[config.mk]
export PLATFORM = sky130hd
export DESIGN_NAME = act_unit_flat
export DESIGN_NICKNAME = d
export VERILOG_FILES = /design/src/rtl/act_unit_if.sv /design/src/rtl/act_unit.sv /design/src/flat_wrapper.sv
export SDC_FILE = /design/constraint.sdc
export NUM_CORES = 1
export LEC_CHECK = 0
export CAP_MARGIN = 20
export CORE_UTILIZATION = 50
export DETAILED_ROUTE_END_ITERATION = 7
export PLACE_DENSITY = 0.83
export SYNTH_ARGS = -nofsm -noshare
export SYNTH_HDL_FRONTEND = slang
export SYNTH_SLANG_ARGS = --single-unit
[constraint.sdc]
create_clock -name clk -period 4.1 [get_ports clk]
set_input_delay 0.82 -clock clk [delete_from_list [all_inputs] [get_ports clk]]
set_output_delay 0.82 -clock clk [all_outputs]
set_load 0.03 [all_outputs]
[src/rtl/act_unit_if.sv]
// act_unit_if: instruction, input and output streams of the activation stage
interface act_unit_if #(
  parameter int AXI_DATA_WIDTH = 128,
  parameter int INSTR_WIDTH    = 32
);
  logic                        s_axis_act_instr_tready;
  logic                        s_axis_act_instr_tvalid;
  logic [INSTR_WIDTH-1:0]      s_axis_act_instr_tdata;
  logic                        s_axis_res2ac_tready;
  logic                        s_axis_res2ac_tvalid;
  logic [AXI_DATA_WIDTH-1:0]   s_axis_res2ac_tdata;
  logic [AXI_DATA_WIDTH/8-1:0] s_axis_res2ac_tkeep;
  logic                        s_axis_res2ac_tlast;
  logic                        m_axis_ac2ob_tready;
  logic                        m_axis_ac2ob_tvalid;
  logic [AXI_DATA_WIDTH-1:0]   m_axis_ac2ob_tdata;
  logic [AXI_DATA_WIDTH/8-1:0] m_axis_ac2ob_tkeep;
  logic                        m_axis_ac2ob_tlast;
  modport slave (
    output s_axis_act_instr_tready, s_axis_res2ac_tready,
           m_axis_ac2ob_tvalid, m_axis_ac2ob_tdata, m_axis_ac2ob_tkeep, m_axis_ac2ob_tlast,
    input  s_axis_act_instr_tvalid, s_axis_act_instr_tdata,
           s_axis_res2ac_tvalid, s_axis_res2ac_tdata, s_axis_res2ac_tkeep, s_axis_res2ac_tlast,
           m_axis_ac2ob_tready
  );
  modport master (
    input  s_axis_act_instr_tready, s_axis_res2ac_tready,
           m_axis_ac2ob_tvalid, m_axis_ac2ob_tdata, m_axis_ac2ob_tkeep, m_axis_ac2ob_tlast,
    output s_axis_act_instr_tvalid, s_axis_act_instr_tdata,
           s_axis_res2ac_tvalid, s_axis_res2ac_tdata, s_axis_res2ac_tkeep, s_axis_res2ac_tlast,
           m_axis_ac2ob_tready
  );
endinterface

[src/rtl/act_unit.sv]
// act_unit: per-lane bypass/ReLU/clipped-ReLU/leaky-ReLU stage, one instruction per run of packets
module act_unit #(
  parameter int AXI_DATA_WIDTH  = 128,
  parameter int ABUF_DATA_WIDTH = 8,
  parameter int INSTR_WIDTH     = 32
) (
  input  logic        clk,
  input  logic        rst_n,
  act_unit_if.slave   bus,
  output logic [31:0] status
);
  localparam int W     = ABUF_DATA_WIDTH;
  localparam int LANES = AXI_DATA_WIDTH / 8;
  typedef enum logic {IDLE, RUN} state_t;
  state_t                    state;
  logic [1:0]                mode;
  logic [6:0]                clip_max;
  logic [15:0]               num_pkts, pkt_cnt, retired, accepted;
  logic                      out_valid, out_last;
  logic [AXI_DATA_WIDTH-1:0] out_data, act;
  logic [LANES-1:0]          out_keep;
  logic                      instr_hs, in_hs, unused_bits;
  logic [15:0]               new_num;
  assign new_num     = bus.s_axis_act_instr_tdata[24:9];
  assign unused_bits = ^bus.s_axis_act_instr_tdata[INSTR_WIDTH-1:25];
  assign bus.s_axis_act_instr_tready = state == IDLE;
  assign bus.s_axis_res2ac_tready    = state == RUN && (!out_valid || bus.m_axis_ac2ob_tready);
  assign instr_hs = bus.s_axis_act_instr_tvalid && bus.s_axis_act_instr_tready;
  assign in_hs    = bus.s_axis_res2ac_tvalid && bus.s_axis_res2ac_tready;
  assign bus.m_axis_ac2ob_tvalid = out_valid;
  assign bus.m_axis_ac2ob_tdata  = out_data;
  assign bus.m_axis_ac2ob_tkeep  = out_keep;
  assign bus.m_axis_ac2ob_tlast  = out_last;
  assign status = {retired, accepted};
  for (genvar i = 0; i < LANES; i++) begin : g_lane
    logic signed [W-1:0] x, leak;
    assign x    = bus.s_axis_res2ac_tdata[W*i +: W];
    assign leak = x >>> 3;
    // negative lanes are zeroed except in leaky mode; clip only applies to non-negative lanes
    assign act[W*i +: W] = !bus.s_axis_res2ac_tkeep[i] ? '0 :
                           mode == 2'd0 ? x :
                           x[W-1] ? (mode == 2'd3 ? leak : '0) :
                           (mode == 2'd2 && x > W'(clip_max)) ? W'(clip_max) : x;
  end
  always_ff @(posedge clk) begin
    if (!rst_n) begin
      state     <= IDLE;
      mode      <= '0;
      clip_max  <= '0;
      num_pkts  <= '0;
      pkt_cnt   <= '0;
      retired   <= '0;
      accepted  <= '0;
      out_valid <= 1'b0;
      out_data  <= '0;
      out_keep  <= '0;
      out_last  <= 1'b0;
    end else begin
      if (instr_hs) begin
        mode     <= bus.s_axis_act_instr_tdata[1:0];
        clip_max <= bus.s_axis_act_instr_tdata[8:2];
        num_pkts <= new_num;
        pkt_cnt  <= '0;
        accepted <= accepted + 16'd1;
        if (new_num == '0) retired <= retired + 16'd1;
        else state <= RUN;
      end
      if (in_hs) begin
        out_data <= act;
        out_keep <= bus.s_axis_res2ac_tkeep;
        out_last <= bus.s_axis_res2ac_tlast;
        if (bus.s_axis_res2ac_tlast) begin
          pkt_cnt <= pkt_cnt + 16'd1;
          if (pkt_cnt == num_pkts - 16'd1) begin
            retired <= retired + 16'd1;
            state   <= IDLE;
          end
        end
      end
      out_valid <= in_hs || (out_valid && !bus.m_axis_ac2ob_tready);
    end
  end
endmodule

[src/flat_wrapper.sv]
// flat-port wrapper written by rule: the top's interface ports become plain ports
module act_unit_flat 
#(
  parameter int AXI_DATA_WIDTH  = 128,
  parameter int ABUF_DATA_WIDTH = 8,
  parameter int INSTR_WIDTH     = 32
)
  (clk, rst_n, status, bus_s_axis_act_instr_tready, bus_s_axis_res2ac_tready, bus_m_axis_ac2ob_tvalid, bus_m_axis_ac2ob_tdata, bus_m_axis_ac2ob_tkeep, bus_m_axis_ac2ob_tlast, bus_s_axis_act_instr_tvalid, bus_s_axis_act_instr_tdata, bus_s_axis_res2ac_tvalid, bus_s_axis_res2ac_tdata, bus_s_axis_res2ac_tkeep, bus_s_axis_res2ac_tlast, bus_m_axis_ac2ob_tready);
  act_unit_if #(.AXI_DATA_WIDTH(AXI_DATA_WIDTH), .INSTR_WIDTH(INSTR_WIDTH)) bus_i ();
  input  logic clk;
  input  logic rst_n;
  output logic [31:0] status;
  output wire logic [$bits(bus_i.s_axis_act_instr_tready)-1:0] bus_s_axis_act_instr_tready;
  output wire logic [$bits(bus_i.s_axis_res2ac_tready)-1:0] bus_s_axis_res2ac_tready;
  output wire logic [$bits(bus_i.m_axis_ac2ob_tvalid)-1:0] bus_m_axis_ac2ob_tvalid;
  output wire logic [$bits(bus_i.m_axis_ac2ob_tdata)-1:0] bus_m_axis_ac2ob_tdata;
  output wire logic [$bits(bus_i.m_axis_ac2ob_tkeep)-1:0] bus_m_axis_ac2ob_tkeep;
  output wire logic [$bits(bus_i.m_axis_ac2ob_tlast)-1:0] bus_m_axis_ac2ob_tlast;
  input wire logic [$bits(bus_i.s_axis_act_instr_tvalid)-1:0] bus_s_axis_act_instr_tvalid;
  input wire logic [$bits(bus_i.s_axis_act_instr_tdata)-1:0] bus_s_axis_act_instr_tdata;
  input wire logic [$bits(bus_i.s_axis_res2ac_tvalid)-1:0] bus_s_axis_res2ac_tvalid;
  input wire logic [$bits(bus_i.s_axis_res2ac_tdata)-1:0] bus_s_axis_res2ac_tdata;
  input wire logic [$bits(bus_i.s_axis_res2ac_tkeep)-1:0] bus_s_axis_res2ac_tkeep;
  input wire logic [$bits(bus_i.s_axis_res2ac_tlast)-1:0] bus_s_axis_res2ac_tlast;
  input wire logic [$bits(bus_i.m_axis_ac2ob_tready)-1:0] bus_m_axis_ac2ob_tready;
  assign bus_s_axis_act_instr_tready = bus_i.s_axis_act_instr_tready;
  assign bus_s_axis_res2ac_tready = bus_i.s_axis_res2ac_tready;
  assign bus_m_axis_ac2ob_tvalid = bus_i.m_axis_ac2ob_tvalid;
  assign bus_m_axis_ac2ob_tdata = bus_i.m_axis_ac2ob_tdata;
  assign bus_m_axis_ac2ob_tkeep = bus_i.m_axis_ac2ob_tkeep;
  assign bus_m_axis_ac2ob_tlast = bus_i.m_axis_ac2ob_tlast;
  assign bus_i.s_axis_act_instr_tvalid = bus_s_axis_act_instr_tvalid;
  assign bus_i.s_axis_act_instr_tdata = bus_s_axis_act_instr_tdata;
  assign bus_i.s_axis_res2ac_tvalid = bus_s_axis_res2ac_tvalid;
  assign bus_i.s_axis_res2ac_tdata = bus_s_axis_res2ac_tdata;
  assign bus_i.s_axis_res2ac_tkeep = bus_s_axis_res2ac_tkeep;
  assign bus_i.s_axis_res2ac_tlast = bus_s_axis_res2ac_tlast;
  assign bus_i.m_axis_ac2ob_tready = bus_m_axis_ac2ob_tready;
  act_unit #(.AXI_DATA_WIDTH(AXI_DATA_WIDTH), .ABUF_DATA_WIDTH(ABUF_DATA_WIDTH), .INSTR_WIDTH(INSTR_WIDTH)) u_core (.clk(clk), .rst_n(rst_n), .bus(bus_i), .status(status));
endmodule
== After elaboration in Yosys (flattened, before gate mapping) ==
Cells that the tools add are included.
Storage, ports and cells
  output and inout port bits: 180
  register bits: 220
  input bits: 182
Operators by class
  bitwise gates (word level): 1
  $add $sub $neg: 4
  reductions and logical operators: 26
  mux-type cells: 93
  order comparisons: 16
  equal/unequal tests: 3
Operators with widths (number)
  $mux W8: 64
  $gt A8 B7 Y1: 16
  $mux W16: 8
  $mux W7: 16
  $add A16 B1 Y16 const B: 3
  $logic_and A1 B1 Y1: 20
  $eq A16 B16 Y1: 1
  $logic_not A16 Y1: 1
  $sub A16 B1 Y16 const B: 1
  $mux W1: 5
  $eq A2 B2 Y1 const B: 2
  $logic_not A1 Y1: 2
  $logic_not A2 Y1: 1
  $logic_or A1 B1 Y1: 2
  $not A1 Y1: 1

== Logic depth before layout (Yosys ltp) ==
  depth in word-level cells: 6
  depth in mapped cells: 12
  gate-level depth less buffers: 10

== Least setup slack after synthesis ==
OpenSTA, ideal clock, no wires.
  kind: reg2reg
  from: reg u_core.num_pkts[0]
  to: reg u_core.retired[10]
  setup time: 0.115 ns
  period minus slack after synthesis: 2.924 ns
  path slack: 1.176 ns
  data arrival time: 2.809 ns
  cell stages (with the launch flop): 11
  path through: dfxtp_1 > inv_1 > ha_1 > or4b_1 > clkbuf_2 > or4_4 > a2111oi_4 > buf_2 > o2111ai_1 > xnor2_1 > and2_1
Between the ends
  cells in the longest elaborated chain, start to end: 5
Ends and longest elaborated chain
  start: declaration: line act_unit.sv:18  | logic [15:0] num_pkts, pkt_cnt, retired, accepted;
  start signal: assignment: line act_unit.sv:62  | num_pkts <= new_num;
  $sub A16 B1 Y16: line act_unit.sv:74  | if (pkt_cnt == num_pkts - 16'd1) begin
  $eq A16 B16 Y1: line act_unit.sv:74
  $mux W16: line act_unit.sv:74
  $mux W16: line act_unit.sv:72  | if (bus.s_axis_res2ac_tlast) begin
  $mux W16: line act_unit.sv:68  | if (in_hs) begin
  end signal: assignment: line act_unit.sv:65  | if (new_num == '0) retired <= retired + 16'd1;
  end signal: assignment: line act_unit.sv:75  | retired <= retired + 16'd1;
  end: declaration: line act_unit.sv:18
Every way passes these cells.
A chain may end at the register's enable or synchronous reset.

== Worst setup path in the final report ==
Same ends and word-level chain as after synthesis.

==> metrics <==
clk root buf=clkbuf_16; number of port buffers=354; crit path DAT=3740 ps; Clock Sinks=220; DRC viols=0; Die ar.=28900 um^2; drt initial violations=1882; final setup TNS=0 ps; max_slew headroom=0.279; Final Setup Violations=0; period utilisation layout=0.807; DR vias=15600; Period minus WS final=3310 ps; Synth top area share=0.312; GRT met2 Usage=0.560; DRT Wirelength=52000 um; CTS resizes=0; Avg Synthesized Cell Area=7.91 um^2; # hold bufs at CTS=0; CTS H-Tree Depth=1; fill count=2260; CP endpoint kind=register; TritonCTS clock tree=yes; cell with the most instances after synthesis=dfxtp_1; area of the core=27800 um^2; post-route cell area=18800 um^2; leakage power=7.54 nW; initial antenna violation count=2; flops & latches, synth=220; min setup slack post-route=789 ps; cell count after synthesis=1785; CP Buf/Inv Count=2; Worst path slowest cell=or4b_1; CTS buffer count=25; worst path cell trace=inv_1 -> ha_1 -> or4b_1 -> xor2_1 -> o41ai_1 -> o211ai_1 -> a2111oi_4 -> buf_4 -> o2111ai_1 -> xnor2_1 -> and2_1; DR vias/cell=6.32; startpoint types=register; max_cap viols=0; WL/cell=21.1 um; dpl cells=2423; critical-path maximum fanout=9; CP max stage delay=610 ps; post-synthesis async set-or-reset flop share=0; Die H=170 um; met1 usage=0.425; family with the most delay on the worst path=compound AO/OA/AOI/OAI gates; total grt overflow=0; Nets=2370; layout cell share with drive strength beyond 1=0.0512; unrepaired setup endpoints after global routing=false; die width=170 um; skew final=19.3 ps; Worst-Margin Slew=1080 ps; register area=4410 um^2; Final Hold Viols=0; largest net degree at the start of global routing=129; met3 Use GR=0.0737; worst setup path class=reg -> reg; Pre-antenna DRT Iters=6; Longest Clk Path Bufs=3; GP Congestion=0.956; worst skew pair latency=540 ps; syn nets=2083; area grow syn2layout=33.2%; Area after DPL=18000 um^2; vias in the first global route=14493; final std cells w/o fill=2470; FP Rows=61; HP Class=reg -> reg; VDD IR max=0.279 mV; Final Slew Violations=0; total track usage=0.344; PwrDens=316 nW/um^2; Peak Freq=302 MHz; Synth cell types=52; clock transition at the registers of the reported paths=60 ps; area occupied by multi-input gates=9080 um^2; status=finished clean; DPL Wire Length=35800 um; DP Worst Slack=707 ps; Top FF cell, synth=dfxtp_1; Initial Util=0.508; I/O pin total=362; Seq/Total Area, Yosys=0.312; Synth area leaders=dfxtp_1 (31%), ha_1 (10%), mux2i_1 (6.7%), nand2_1 (5.5%), nor2_1 (4.9%); Post-synth EDFFs=0; most common library cells after synthesis=dfxtp_1 (220), nand2_1 (207), nor2_1 (184); CP Data Required Time=4530 ps; Synth Warn #=0; first-pass GRT wire length=78700 um; area of the mapped netlist=14100 um^2; Top Usage Layer GRT=met2; largest area contributor in the netlist=dfxtp_1; Antenna Violating Nets Remaining=0; post-CTS setup buffers=0
cells in the final DEF, fill, tap and decap left out, drive strengths merged, types with 47 or more instances in the layout:
| cell | n |
|---|---|
| clkdlybuf4s50 | 354 |
| dfxtp | 220 |
| nand2 | 207 |
| nor2 | 184 |
| ha | 116 |
| o21ai | 111 |
| a31oi | 109 |
| a21oi | 101 |
| mux2i | 95 |
| nand4 | 81 |
| a22o | 63 |
| inv | 57 |
| nand3 | 54 |
| a21o | 47 |
power by group:
part           switching [mW]  total [mW]  leakage [nW]  internal (mW)
clock network           0.947        2.34         0.422           1.40
registers              0.0519        2.25          1.78           2.20
logic                   0.795        1.35          5.33          0.550
total                    1.79        5.94          7.54           4.15
registers in the layout (all words and copies together) (netlist names):
signal / cells
u_core.num_pkts: 16
u_core.clip_max: 7
u_core.pkt_cnt: 16
u_core.bus.m_axis_ac2ob_tlast: 1
u_core.retired: 16
u_core.accepted: 16
u_core.bus.m_axis_ac2ob_tvalid: 1
u_core.state: 1
u_core.bus.m_axis_ac2ob_tkeep: 16
u_core.mode: 2
u_core.bus.m_axis_ac2ob_tdata: 128
final timing paths:
path	startpoint	slack (ps)	endpoint	cells past startpoint
max	u_core.num_pkts[0]$_SDFFE_PN0P_	790	u_core.retired[10]$_SDFF_PN0_	11
min	u_core.bus.m_axis_ac2ob_tkeep[8]$_SDFFE_PN0P_	450	u_core.bus.m_axis_ac2ob_tkeep[8]$_SDFFE_PN0P_	2
max reg2reg	u_core.num_pkts[0]$_SDFFE_PN0P_	790	u_core.retired[10]$_SDFF_PN0_	11
min reg2reg	u_core.bus.m_axis_ac2ob_tkeep[8]$_SDFFE_PN0P_	450	u_core.bus.m_axis_ac2ob_tkeep[8]$_SDFFE_PN0P_	2
cells by family after synthesis:
logic type	synth area share
compound gates	0.222
xor+xnor	0.0335
fa+ha+maj	0.110
buf+inv	0.0480
flops	0.312
mux	0.0793
simple gates	0.195
worst reg2reg max path, cell delays in order, from the launching register on:
cell,delay [ps]
dfxtp_1,360
inv_1,80
ha_1,280
or4b_1,610
xor2_1,210
o41ai_1,420
o211ai_1,200
a2111oi_4,330
buf_4,250
o2111ai_1,130
xnor2_1,170
and2_1,160
cell type report:
cell class              count  share of cell area
flip-flops and latches    220               0.234
inverters                  56              0.0113
multi-input cells        1385               0.483
well taps                 378              0.0251
clock buffers              33              0.0375
diodes                      1            0.000133
repair buffers            384               0.201
clock inverters            13             0.00791
per-layer routing:
metal | routed length [um] | part of all wire
met1 | 20100 | 0.39
met2 | 23100 | 0.44
met3 | 5870 | 0.11
met4 | 2870 | 0.055
met5 | 15 | 0.00029
metrics by stage:
stage                     utilization  hold slack [ps]  power [mW]
after global placement          0.646              439        3.56
after global routing            0.677              466        6.13
after detailed placement        0.646              448        3.61
after CTS                       0.677              457        5.92
final                           0.677              454        5.94
after floorplan                     -              449        3.04
No activity file was read; power rests on OpenSTA's default activity.
==> patch 1, RTL diff (config.mk and constraints unchanged) <==
Register the output `status`, without a reset; this adds one clock of latency there. The other outputs are not delayed to match.
--- a/src/rtl/act_unit.sv
+++ b/src/rtl/act_unit.sv
@@ -32,5 +32,7 @@
   assign bus.m_axis_ac2ob_tkeep  = out_keep;
   assign bus.m_axis_ac2ob_tlast  = out_last;
-  assign status = {retired, accepted};
+  always_ff @(posedge clk) begin
+    status <= {retired, accepted};
+  end
   for (genvar i = 0; i < LANES; i++) begin : g_lane
     logic signed [W-1:0] x, leak;
Formal check against the unedited RTL: not equivalent (a bounded check fails within 4 cycles, from zero or initial values and one cycle with rst_n low).
==> patch 1 against the unedited design <==
Clock skew is 3.9 ps lower. Non-clock buffer count grew 12. First-iteration DRC count fell by 18%. Setup slack worse by 30 ps. Wire length grew 4.1%. Power increased by 12%. Final cell count rose by 1.3%. Count of clock-buffer cells in the layout rose by 3. Area after synthesis increased by 8.6%. Via count rose by 1.2%. Sequential cell count is 32 higher. Cell area rose by 7.7%. Clock power is 15% higher. Largest cell class unchanged.
==> patch 1: results (changes against the unedited design) <==
| Metric | Value |
|---|---|
| Met1 GRT Util | `0.3989 (-0.02602)` |
| Max IR drop VDD | `0.0002905 V (+4.3%)` |
| DRT Wirelength | `54.11 mm (+4.1%)` |
| Grt met3 use | `0.05069 (-0.02303)` |
| GR Layer Usage met2 | `0.5618 (+0.002334)` |
| Post-synth top cells | `dfxtp_1 (252), nand2_1 (150), nor2_1 (122), clkbuf_1 (119), mux2i_1 (117)` |
| WL met1 | `20.92 mm (+4.0%)` |
| Final hold slack | `371.4 ps (-83.12 ps)` |
| Metal3 WL | `4.866 mm (-17%)` |
| Worst hold stages | `0 (-2)` |
| R2R cell count | `9 (-2)` |
| Worst-case hold path end point | `u_core.status[15]` |
| Post-synthesis sequential area ratio | `0.3290 (+0.01709)` |
| Vias per cell | `6.311 (about the same)` |
| Global-route wire length before repair | `81.97 mm (+4.1%)` |
| Max layer used | `met4` |
| Vias in the first global route | `15143 (+4.5%)` |
| Hold Startpoint | `u_core.accepted[15]` |
| Critical path arrival | `3830 ps (+90 ps)` |
| WL met2 | `25.24 mm (+9.2%)` |
| Status | `completed` |
| Area after DPL | `0.01927 mm^2 (+7.3%)` |
| Worst slew pin tran | `1105 ps (+23.45 ps)` |
| Later-pin clock latency in the skew report | `570 ps (+30 ps)` |
| Non-Filler Instances | `2502 (+1.3%)` |
| Synth top area cells | `dfxtp_1 (33%), ha_1 (9.5%), mux2i_1 (7.6%), a21boi_0 (4.2%), nand2_1 (3.7%)` |
| Max Clock Freq | `299.4 MHz (-0.89%)` |
| Cell variety after synth | `59 (+13%)` |
| Routability congestion estimate | `0.9171 (-4.0%)` |
| Clock Skews | `15.44 ps (-3.865 ps)` |
| Cts bufs inserted | `29 (+16%)` |
| CP Max Fanout | `20 (+11)` |
| Largest net degree at the start of global routing | `138 (+7.0%)` |
| FF-to-FF setup slack | `760 ps (-30 ps)` |
| Hpwl dp | `37.16 mm (+3.9%)` |
| Lkg Pwr | `8.331 nW (+11%)` |
| Layout cells sized above 1 | `0.05453 (+0.003357)` |
| Pre-CTS WS | `548.1 ps (-159.1 ps)` |
patch 1: critical path: stages, from the launching register on:
cell	delay [ps]
dfxtp_1	350
inv_1	70
ha_1	190
or3b_1	500
nor4_1	320
o22ai_1	110
nor4_1	410
a41oi_2	540
nor4_1	530
mux2i_1	230
patch 1: kinds of logic (layout without fill, tap and decap cells):
logic type,after synthesis,count (layout),synth area share
and+or+nand+nor,485,485,0.1547
other,0,3,0
xor gates and xnor gates,41,41,0.02341
AOI/OAI and AO/OA,561,561,0.2616
buffers and inverters,202,522,0.05058
DFF,252,252,0.3290
muxes,117,117,0.07636
adders and majority gates,131,131,0.1044
patch 1: layout make-up:
class                   instances  area [um^2]
diodes                          3        7.507
fillers                      2425         9614
clock buffers                  36        782.0
inverters                      72        270.3
flip-flops and latches        252         5045
repair buffers                396         3906
well taps                     390        488.0
clock inverters                18        203.9
multi-input cells            1335         9558
patch 1: power breakdown:
group          internal (mW)  switching, mW
clock                   1.56           1.12
combinational          0.592          0.806
sequential              2.51         0.0585
total                   4.66           1.99
==> patch 2, RTL diff (same flow settings) <==
Made on the original files. `AXI_DATA_WIDTH` is set to 128 in 3 places; all go to 256.
--- a/src/rtl/act_unit_if.sv
+++ b/src/rtl/act_unit_if.sv
@@ -1,5 +1,5 @@
 // act_unit_if: instruction, input and output streams of the activation stage
 interface act_unit_if #(
-  parameter int AXI_DATA_WIDTH = 128,
+  parameter int AXI_DATA_WIDTH = 256,
   parameter int INSTR_WIDTH    = 32
 );
--- a/src/rtl/act_unit.sv
+++ b/src/rtl/act_unit.sv
@@ -1,5 +1,5 @@
 // act_unit: per-lane bypass/ReLU/clipped-ReLU/leaky-ReLU stage, one instruction per run of packets
 module act_unit #(
-  parameter int AXI_DATA_WIDTH  = 128,
+  parameter int AXI_DATA_WIDTH  = 256,
   parameter int ABUF_DATA_WIDTH = 8,
   parameter int INSTR_WIDTH     = 32
--- a/src/flat_wrapper.sv
+++ b/src/flat_wrapper.sv
@@ -2,5 +2,5 @@
 module act_unit_flat 
 #(
-  parameter int AXI_DATA_WIDTH  = 128,
+  parameter int AXI_DATA_WIDTH  = 256,
   parameter int ABUF_DATA_WIDTH = 8,
   parameter int INSTR_WIDTH     = 32
Ports: changed (resized bus_m_axis_ac2ob_tdata, bus_m_axis_ac2ob_tkeep, bus_s_axis_res2ac_tdata and bus_s_axis_res2ac_tkeep); port bits go from 362 to 650. No check against the original RTL was run, so the function may have changed too.
==> patch 2 against the unedited design <==
Wire length up 95%. Area after synthesis up 73%. Non-clock buffer count up 305. Sequential cell count up 144. Utilization up 0.77 points. Combinational power up 87%. Cell area up 75%. Setup slack worse by 53 ps. Power up 74%. Critical path type unchanged.
==> patch 2: results (changes against the unedited design) <==
| Metric | Value |
|---|---|
| Status | `completed` |
| GR Layer Usage met2 | `0.6087 (+0.04915)` |
| Max IR drop VDD | `0.0002563 V (-8.0%)` |
| H-Tree Depth | `2 (+1)` |
| R2R Path End | `u_core.retired[6]` |
| Avg Cell Area, Syn | `8.098 um^2 (+2.4%)` |
| Routability congestion estimate | `0.9424 (-1.4%)` |
| Hpwl dp | `67.50 mm (+89%)` |
| FF-to-FF setup slack | `740 ps (-50 ps)` |
| CP Max Fanout | `18 (+9)` |
| Drt first pass iters | `8 (+2)` |
| Vias in the first global route | `25592 (+77%)` |
| Global-route wire length before repair | `150.6 mm (+91%)` |
| Met1 GRT Util | `0.4750 (+0.05007)` |
| Slowest-stage cell, CP | `nor3b_1` |
| Hold Startpoint | `u_core.bus.m_axis_ac2ob_tkeep[31]` |
| Post-synth top cells | `dfxtp_1 (364), nor2_1 (336), a21oi_1 (245), ha_1 (228), mux2i_1 (223)` |
| Layout cells sized above 1 | `0.04321 (-0.007962)` |
| Lkg Pwr | `13.59 nW (+80%)` |
| Setup repair bufs after CTS | `0 (unchanged)` |
| IO Port Bufs | `642 (+81%)` |
| Grt met3 use | `0.09219 (+0.01847)` |
| Max incr delay on CP | `420 ps (-190 ps)` |
| Rel. slew slack | `0.3552 (+0.07591)` |
| Antenna violations before repair | `17 (+15)` |
| Cell variety after synth | `53 (+1.9%)` |
| Clock Skews | `12.24 ps (-7.058 ps)` |
| R2R cell count | `11 (unchanged)` |
| 1st-iter DRT viols | `2851 (+51%)` |
| Synth top area cells | `dfxtp_1 (30%), ha_1 (12%), mux2i_1 (9.1%), nor2_1 (5.2%), a21oi_1 (5.0%)` |
| Vias per cell | `6.484 (+2.7%)` |
| Synth Net Count | `3567 (+71%)` |
| Critical path arrival | `3860 ps (+120 ps)` |
| GRT Util Overall | `0.3868 (+0.04251)` |
| Later-pin clock latency in the skew report | `580 ps (+40 ps)` |
| Largest register FFs | `256 (+100%)` |
| Post-synthesis sequential area ratio | `0.2987 (-0.01320)` |
| Final net count | `4087 (+72%)` |
| Cts bufs inserted | `43 (+72%)` |
| Non-Filler Instances | `4197 (+70%)` |
patch 2: cell count changes in the layout (fill, tap and decap cells not counted), sizes merged, moves of 112 or more:
cell and change:
a32oi +125, ha +112, clkdlybuf4s50 +288, dfxtp +144, a21oi +144, nor2 +152
mux2i +128
patch 2: logic make-up after synthesis:
kind of cell / Yosys count / synth area share
AO/OA/AOI/OAI: 1013 / 0.2736
XOR/XNOR: 41 / 0.01472
adder cells (fa/ha/maj): 259 / 0.1296
buffers and inverters: 325 / 0.05056
flip-flops: 364 / 0.2987
multiplexers: 224 / 0.09195
AND/OR/NAND/NOR: 787 / 0.1408
patch 2: worst max-delay path: cells and delay by family, from the launching register on:
kind                     cells  cell delay, ps
flip-flops                   1             360
buffers and inverters        2             350
adder cells (fa/ha/maj)      1             340
AO/OA/AOI/OAI                4            1080
AND/OR/NAND/NOR              4            1150
patch 2: final cells by class:
type | count | area, um^2
tap | 615 | 769.5
inverter | 111 | 424.2
antenna | 18 | 45.04
clock inverter | 23 | 287.8
timing repair buffer | 689 | 6892
clock buffer | 53 | 1174
multi-input combinational | 2324 | 15940
fill | 3841 | 15110
sequential | 364 | 7301
patch 2: stage by stage:
step	worst slack [ps]	area (um^2)	util	total power [mW]
floorplan	1066	24400	-	5.168
global placement	570.8	31330	0.6534	6.193
detailed placement	504.9	31330	0.6534	6.241
CTS	803.5	32790	0.6839	10.26
global route	528.1	32830	0.6848	10.65
finish	736.5	32840	0.6849	10.33
patch 2: layer usage:
layer | wire (um) | vias up
li1 | - | 12315
met1 | 38190 | 12666
met2 | 44900 | 1820
met3 | 11860 | 411
met4 | 6370 | 2
met5 | 13 | -
patch 2: worst min-delay path by stage:
stage / endpoint / depth (start not counted)
floorplan: u_core.num_pkts[15] / 2
global placement: u_core.bus.m_axis_ac2ob_tkeep[22] / 2
detailed placement: u_core.bus.m_axis_ac2ob_tkeep[31] / 2
CTS: u_core.bus.m_axis_ac2ob_tkeep[31] / 2
global route: u_core.bus.m_axis_ac2ob_tkeep[6] / 2
finish: u_core.bus.m_axis_ac2ob_tkeep[31] / 2
patch 2: report_power, final:
| part | internal [mW] | switching [mW] | total, mW |
|---|---|---|---|
| combinational | 1.03 | 1.50 | 2.52 |
| clock | 2.41 | 1.66 | 4.07 |
| sequential | 3.64 | 0.0900 | 3.73 |
